### config.mk
export PLATFORM = sky130hd
export DESIGN_NAME = aoc_input_sequencer
export DESIGN_NICKNAME = d
export VERILOG_FILES = /design/src/rtl/aoc_input_sequencer.sv
export SDC_FILE = /design/constraint.sdc
export NUM_CORES = 1
export LEC_CHECK = 0
export BUFFER_PORTS_ARGS = -buffer_cell sky130_fd_sc_hd__buf_2
export CAP_MARGIN = 20
export CORE_UTILIZATION = 45
export DETAILED_ROUTE_END_ITERATION = 6
export PLACE_DENSITY = 0.75
export SLEW_MARGIN = 20
export SYNTH_ARGS = -nofsm -noshare
export SYNTH_HDL_FRONTEND = slang
export SYNTH_SLANG_ARGS = --single-unit
### constraint.sdc
create_clock -name clk -period 2.75 [get_ports clk]
set_clock_uncertainty 0.15 [all_clocks]
set_input_delay 0.1375 -clock clk [delete_from_list [all_inputs] [get_ports clk]]
set_output_delay 0.1375 -clock clk [all_outputs]
set_load 0.03 [all_outputs]
### src/rtl/aoc_input_sequencer.sv
// aoc_input_sequencer: streams a byte-addressed puzzle input into a valid/ready solver core.
// It drops CR bytes and blank lines and appends a missing final newline. After the last
// byte it waits for the solver pipeline to drain, then latches the solver result.
// Optional feature macro: AOC_SEQ_LINE_CHECK_EN enables the ragged-line check on err.
// Ports:
//   clk, rst_n (sync, active-low)
//   start, input_len            run request and byte count
//   mem_rd, mem_addr, mem_data  read port with 1-cycle latency
//   sol_valid, sol_char, sol_ready, sol_result  solver byte stream and running result
//   busy, done, result, line_count, err         run status and outputs
module aoc_input_sequencer #(
  parameter int ADDR_W       = 15,
  parameter int DRAIN_CYCLES = 2
) (
  input  logic              clk,
  input  logic              rst_n,
  input  logic              start,
  input  logic [ADDR_W-1:0] input_len,
  output logic              mem_rd,
  output logic [ADDR_W-1:0] mem_addr,
  input  logic [7:0]        mem_data,
  output logic              sol_valid,
  output logic [7:0]        sol_char,
  input  logic              sol_ready,
  input  logic [63:0]       sol_result,
  output logic              busy,
  output logic              done,
  output logic [63:0]       result,
  output logic [15:0]       line_count,
  output logic              err
);
  typedef enum logic [2:0] {IDLE, FETCH, LOAD, SEND, PAD_NL, DRAIN, DONE} state_t;
  localparam logic [3:0] DRAIN_LAST = 4'(DRAIN_CYCLES - 1);
  state_t state, state_n;
  logic [ADDR_W-1:0] addr, len_q, addr_inc;
  logic [7:0] char_q;
  logic [3:0] drain_cnt;
  logic at_start, last_nl, any_fwd;
  logic go, accept, nl, skip;
  assign go        = (state == IDLE || state == DONE) && start;
  assign sol_valid = state == SEND || state == PAD_NL;
  assign sol_char  = state == PAD_NL ? 8'h0A : char_q;
  assign accept    = sol_valid && sol_ready;
  assign nl        = sol_char == 8'h0A;
  assign skip      = mem_data == 8'h0D || (mem_data == 8'h0A && at_start);
  assign addr_inc  = addr + 1'b1;
  assign mem_rd    = state == FETCH;
  assign mem_addr  = addr;
  assign busy      = state != IDLE && state != DONE;
  assign done      = state == DONE;
  // The end check pads a newline only when something was forwarded and the last byte
  // was not already a newline. In SEND the byte being accepted is the last one.
  always_comb begin
    state_n = state;
    case (state)
      IDLE, DONE: if (start) state_n = input_len == '0 ? DRAIN : FETCH;
      FETCH:      state_n = LOAD;
      LOAD:       state_n = !skip ? SEND : addr_inc < len_q ? FETCH :
                            (any_fwd && !last_nl) ? PAD_NL : DRAIN;
      SEND:       if (sol_ready) state_n = addr < len_q ? FETCH : !nl ? PAD_NL : DRAIN;
      PAD_NL:     if (sol_ready) state_n = DRAIN;
      DRAIN:      if (drain_cnt == DRAIN_LAST) state_n = DONE;
      default:    state_n = IDLE;
    endcase
  end
  always_ff @(posedge clk) begin
    if (!rst_n) begin
      state      <= IDLE;
      addr       <= '0;
      len_q      <= '0;
      char_q     <= '0;
      drain_cnt  <= '0;
      at_start   <= 1'b0;
      last_nl    <= 1'b0;
      any_fwd    <= 1'b0;
      result     <= '0;
      line_count <= '0;
    end else begin
      state <= state_n;
      if (go) begin
        addr       <= '0;
        len_q      <= input_len;
        drain_cnt  <= '0;
        at_start   <= 1'b1;
        last_nl    <= 1'b0;
        any_fwd    <= 1'b0;
        result     <= '0;
        line_count <= '0;
      end
      if (state == LOAD) begin
        char_q <= mem_data;
        addr   <= addr_inc;
      end
      if (accept) begin
        any_fwd  <= 1'b1;
        last_nl  <= nl;
        at_start <= nl;
        if (nl && line_count != 16'hFFFF) line_count <= line_count + 1'b1;
      end
      if (state == DRAIN) begin
        drain_cnt <= drain_cnt + 1'b1;
        if (drain_cnt == DRAIN_LAST) result <= sol_result;
      end
    end
  end
`ifdef AOC_SEQ_LINE_CHECK_EN
  logic [ADDR_W-1:0] cur_w, ref_w;
  logic ref_set, err_q;
  // Every accepted newline ends a nonempty line, because blank lines are never
  // forwarded. The first one therefore fixes the reference width.
  always_ff @(posedge clk) begin
    if (!rst_n || go) begin
      cur_w   <= '0;
      ref_w   <= '0;
      ref_set <= 1'b0;
      err_q   <= 1'b0;
    end else if (accept) begin
      cur_w <= nl ? '0 : cur_w + 1'b1;
      if (nl && !ref_set) begin
        ref_w   <= cur_w;
        ref_set <= 1'b1;
      end
      if (nl && ref_set && cur_w != ref_w) err_q <= 1'b1;
    end
  end
  assign err = err_q;
`else
  assign err = 1'b0;
`endif
endmodule

# Word-level counts from Yosys, hierarchy flattened
# Cells that the tools add are included.
[word_totals]
input_bits = 91
out_inout_bits = 108
elab_cells = 76
reg_bits = 128
[classes]
muxes = 27
n_eq_ne = 16
reduce_logical = 18
addsub = 3
order_cmp = 2
[ops]
columns = ["op", "count"]
rows = [
  ["64-bit two-way mux", 3],
  ["16-bit two-way mux", 3],
  ["15-bit < comparator", 2],
  ["15-bit two-way mux", 2],
  ["8-bit by 4-bit == test with 1-bit output, second input constant", 3],
  ["3-bit two-way mux", 8],
  ["3-bit one-hot mux with 6 select lines", 1],
  ["16-bit by 1-bit adder with 16-bit output, second input constant", 1],
  ["16-bit != test, second input constant", 1],
  ["15-bit by 1-bit adder with 15-bit output, second input constant", 1],
  ["15-bit zero test", 1],
  ["3-bit == test, second input constant", 3],
  ["4-bit two-way mux", 2],
  ["8-bit two-way mux", 1],
  ["2-bit != test, second input constant", 4],
  ["1-bit two-way mux", 7],
  ["3-bit by 2-bit == test with 1-bit output, second input constant", 2],
  ["1-bit logical AND", 6],
  ["2-bit nonzero test", 3],
  ["4-bit by 1-bit adder with 4-bit output, second input constant", 1],
  ["4-bit by 1-bit == test with 1-bit output, second input constant", 1],
  ["4-bit AND reduction", 1],
  ["3-bit by 1-bit == test with 1-bit output, second input constant", 1],
  ["3-bit zero test", 1],
  ["5 further kinds", 7],
]

# Longest topological paths before layout
[logic_depth]
depth_word = 7
depth_mapped = 12
mapped_depth_nobuf = 12

# Least setup slack after synthesis
# OpenSTA, ideal clock, no wires.
[synth_path]
path_kind = "reg2reg"
start = "register addr[0] (netlist: mem_addr[0])"
end = "register state[2]"
setup_slack_ps = -402
t_arrival_ps = 2868
stages_incl_launch_ff = 13
period_less_slack_ps = 3152
t_required_ps = 2465
path_buffers = 0
setup_time_ps = 135
path_cell_list = "dfxtp_1 ha_1 nand3_1 nor3_1 and3_1 xor2_1 ha_1 o21ai_0 o21bai_1 a21oi_1 nor2_1 o311ai_0 a31oi_1"
[synth_between]
elab_chain_cells = 5
word_cells_on_any_way = 8
cone_classes = "add/sub (1); order compare (2); mux (5)"
[synth_lines]
columns = ["element", "line", "rtl"]
rows = [
  ["start: declaration", "35", "logic [ADDR_W-1:0] addr, len_q, addr_inc;"],
  ["start signal: assignment", "92", "addr <= addr_inc;"],
  ["15-bit by 1-bit adder with 15-bit output", "46", "assign addr_inc = addr + 1'b1;"],
  ["15-bit < comparator", "58", "LOAD: state_n = !skip ? SEND : addr_inc < len_q ? FETCH :"],
  ["3-bit two-way mux (2 in a row)", "58", ""],
  ["3-bit one-hot mux with 6 select lines *", "55", "case (state)"],
  ["end signal: assignment", "79", "state <= state_n;"],
  ["end: declaration", "34", "state_t state, state_n;"],
]
# Every way passes the cells marked *; elsewhere a longest branch is shown, timed or not. The select of a mux whose other input is x is not followed.
# A chain may end at the register's enable or synchronous reset.

# Final worst setup path
[layout_path]
start = "register addr[0] (netlist: mem_addr[0])"
end = "register state[0]"
# Same word-level chain as after synthesis.

==> results <==
- The run finished with clean final reports.
- The number of buffers created by CTS is 17.
- In this run the worst setup path begins at mem_addr[0].
- The final wirelength is between 15 and 20 mm.
- The detailed-route vias per instance is 5.33.
- The net count of the finished layout is 1196.
- Among all flip-flop cells after synthesis, the most frequent one is dfxtp_1.
- The largest vdd supply drop is 0.333 mV.
- Clock-pin slew was measured on the worst setup and hold paths at approximately 50 ps.
- The number of DRC markers in iteration 0 is 507.
- The fraction of synthesis flops using an asynchronous set or reset pin is 0%.
- Counting instances, the worst hold path has a depth of 4.
- The combinational share of power is 13.2%.
- The power density relative to cell area is 569 mW/mm2.
- The worst path in the final design needs a cycle of 2600 ps, including I/O delays and setup.
- The terminus of the critical flop-to-flop path is state[0].
- The endpoint required time on the critical path is 2890 ps.
- The initial antenna violation count is 0.
- The H-tree depth is 4.
- After global routing the overflow that remains totals 0.
- Measured along the y axis, the die boundary spans 119 um.
- Port buffering added 197 buffers.
- STA classifies the critical path startpoint as a register.
- In this run the most critical hold path is launched from start.
- The worst flop-to-flop path startpoint is mem_addr[0].
- Clock tree synthesis found a total of 128 sinks.
- The routability congestion estimate is 0.882.
- The via count of the first global-routing pass is ~6400.
- The count of state elements after synthesis is 128.
- The fraction of power consumed by the clock network is 49.5%.
- The die covers 0.0141 mm2.
- The maximum number of buffers from clock root to sink is 2.
- The internal power of the cells totals 3.89 mW.
- The total instance count after detailed placement is 1140.
- For hold timing, the worst endpoint is state[2].
- The half-perimeter wire length after detailed placement is 12.0 mm.
- The slack of the worst reg-to-reg path is 150 ps.
- For the pin with the worst max-slew slack, the measured transition is 728 ps.
- The number of cells produced by synthesis is 780.
- The analysis attributes to net switching a power of around 1.3 mW.
- Max-cap violations in this run came to 0.
- The initial core utilization is approximately 46%.
- Hold is met by 126 ps.
- The number of warning messages in the yosys log is 0.
- Based on the critical path, the design can be clocked at up to between 300 and 400 MHz.
- The type of the worst setup path is reg2reg.
- The class of the worst hold path is in2reg.
- The total number of vias is 6729.
- The number of antenna diodes in the final layout is 0.
- TritonCTS built the clock tree.
- The area overhead of the layout relative to synthesis is 48.4%.
- The number of max-slew violations in the final report came to 0.
- The capturing element type of the critical path is a register.
- The register area share after synthesis is between 40% and 50%.
- The DRC violation count after routing is 0.
- The chip width is 119 um.
- The top-level I/O count is 199.
- Summed over all cells, the static leakage comes to approximately 4.0 nW.
- A synthesized cell averages 7.85 um2.
- Global routing consumed, over all layers together, 27.4% of the routing resources.
- The number of hold-slack violations in the final timing report came to 0.
- Dividing the detail-routed wire length by the instance count gives 15.5 um.
- The largest driver fanout on the critical path is 4.
- The number of setup violations in the final report is 0.
- The worst endpoint data arrival time is 2740 ps.
- The first detailed-routing pass took 5 iterations.
- The worst register-to-register path has a depth of 12.
- Sequential cells burn 37.3% of the power.
- Once layout is complete, the cells apart from fillers number between 1000 and 1500.
- Measured on the finished design, the core utilization comes to 68.6%.
- Power comes to about 5.2 mW.
- The total number of placement rows is 42.
- The number of nets in the synthesized netlist is 903.
- In this run the clock root is driven by a clkbuf_16.
- The largest net degree at the start of global routing is 69.
- Setup repair after global routing left no endpoint under its margin.
- The number of distinct library cells after synthesis is 62.
- The antenna violation net count after detailed routing is 0.
- The post-synthesis instance area is roughly 0.0061 mm2.
- The post-route netlist has between 20% and 30% of its cells at a drive strength greater than 1.
- Headroom to the max-slew limit came out at 51.5%.
- The worst path uses 94.5% of the clock period.
- The insertion delay to the later sink of the worst-skew pair is 410 ps.
- The area of the core is around 0.013 mm2.
- In this run, synthesis inferred 0 flip-flops with an integrated enable.
- The wire length of the first global-routing pass is 30.7 mm.
- Net switching is 24.7% of the power.
## metrics by stage
step / instance area (um2) / setup WS [ps] / setup TNS (ps)
CTS: 9030 / 5.22 / 0
global placement: 7420 / 20.5 / 0
global route: 9080 / 27.8 / 0
detailed placement: 7420 / -59.9 / -109
finish: 9080 / 152 / 0
floorplan: 6140 / 28.1 / 0
## synth_stat cells, types with 3 or more instances
master	instances	share of area, %
nor4_1	7	0.72
and2_1	3	0.31
a22oi_1	3	0.37
inv_1	19	1.2
a21oi_1	117	9.6
o21ai_0	16	1.3
dfxtp_1	128	42
nor2_1	41	2.5
nand2_1	157	9.6
buf_2	7	0.57
nand2b_1	3	0.31
a21boi_0	4	0.49
o31ai_1	3	0.37
xor2_1	12	1.7
a31oi_1	6	0.61
clkbuf_1	28	1.7
and3_2	4	0.49
or2_2	4	0.41
and3_1	5	0.51
nand4_1	9	0.92
buf_1	10	0.61
nor3_1	10	0.82
xnor2_1	8	1.1
nor2b_1	9	0.92
o21a_1	4	0.49
ha_1	32	6.5
nand3_1	85	7.0
## placed cells by master (no fill, tap or decap), drive strengths merged, types with 3 or more instances in the layout
cell and instances:
ha 32, clkinv 4, bufinv 5, and4 5, nor2 41, a21boi 4, a211oi 3, dlygate4sd3 89
buf 233, or2 4, xor2 12, a21oi 118, a22oi 3, clkbuf 21, and2 3, nor4 7
o21ai 17, nor3 10, dfxtp 128, xnor2 8, nand3 85, and3 9, nand2b 3, nor2b 9
inv 20, a31oi 6, nand4 9, nand2 157, o31ai 3, o21a 4
## state kept, by name, indices dropped and copies added (netlist names), 3 cells and up
signal      count
state           3
result         64
mem_addr       15
len_q          15
char_q          8
drain_cnt       4
line_count     16
## power groups by stage
| stage | registers [mW] | clock network, mW | logic [mW] |
|---|---|---|---|
| final | 1.93 | 2.56 | 0.680 |
| after global routing | 1.93 | 2.68 | 0.740 |
| after CTS | 1.93 | 2.59 | 0.663 |
| after detailed placement | 1.97 | 0 | 0.559 |
| after global placement | 1.96 | 0 | 0.556 |
| after floorplan | 1.96 | 0 | 0.356 |
## layer usage
layer	up-vias	wire, um	global-route usage (%)
met5	-	0	0
met4	0	716	13.8
met3	59	1110	5.16
met2	260	9410	46.1
met1	3107	8280	33.3
li1	3303	-	-
## layout make-up
type / count / area (um2)
fill: 1087 / 4160
multi-input combinational: 584 / 3370
sequential: 128 / 2570
timing repair buffer: 322 / 2160
clock buffer: 21 / 480
tap: 176 / 220
clock inverter: 11 / 200
inverter: 20 / 76.3
## critical path, stage by stage, from the launching register on
cell	delay, ps
dfxtp_4	360
ha_4	170
nand3_4	110
nor3_4	190
and3_4	230
xor2_2	70
ha_1	290
o21ai_1	60
o21bai_1	130
a21oi_1	80
nor2_1	130
o311ai_2	110
o41a_1	400
## kinds of logic after synthesis
kind of cell    count (synthesis)  share of synthesized area, %
compound gates                174                          16.3
xor+xnor                       20                          2.86
fa+ha+maj                      32                          6.54
buf+inv                        68                          4.60
flops                         128                          41.9
mux                             3                         0.532
other cells                     1                        0.0613
simple gates                  354                          27.2
## timing repair
action / in CTS / in global routing
setup buffers: 1 / 0
pin swaps: 1 / 4
gates resized for setup: 4 / 12
endpoints found under the hold margin: 95 / 0
hold buffers: 89 / 0
setup endpoints to repair: 2 / 2
gates cloned: 0 / 0
## worst max path at each step
stage | cells after the start | slack, ps | endpoint
2_1_floorplan | 11 | 30 | state[0]
3_3_place_gp | 12 | 20 | state[2]
3_5_place_dp | 12 | -60 | state[2]
4_1_cts | 12 | 5 | state[0]
5_1_grt | 12 | 30 | state[0]
6_report | 12 | 150 | state[0]
No activity file was read; power rests on OpenSTA's default activity.
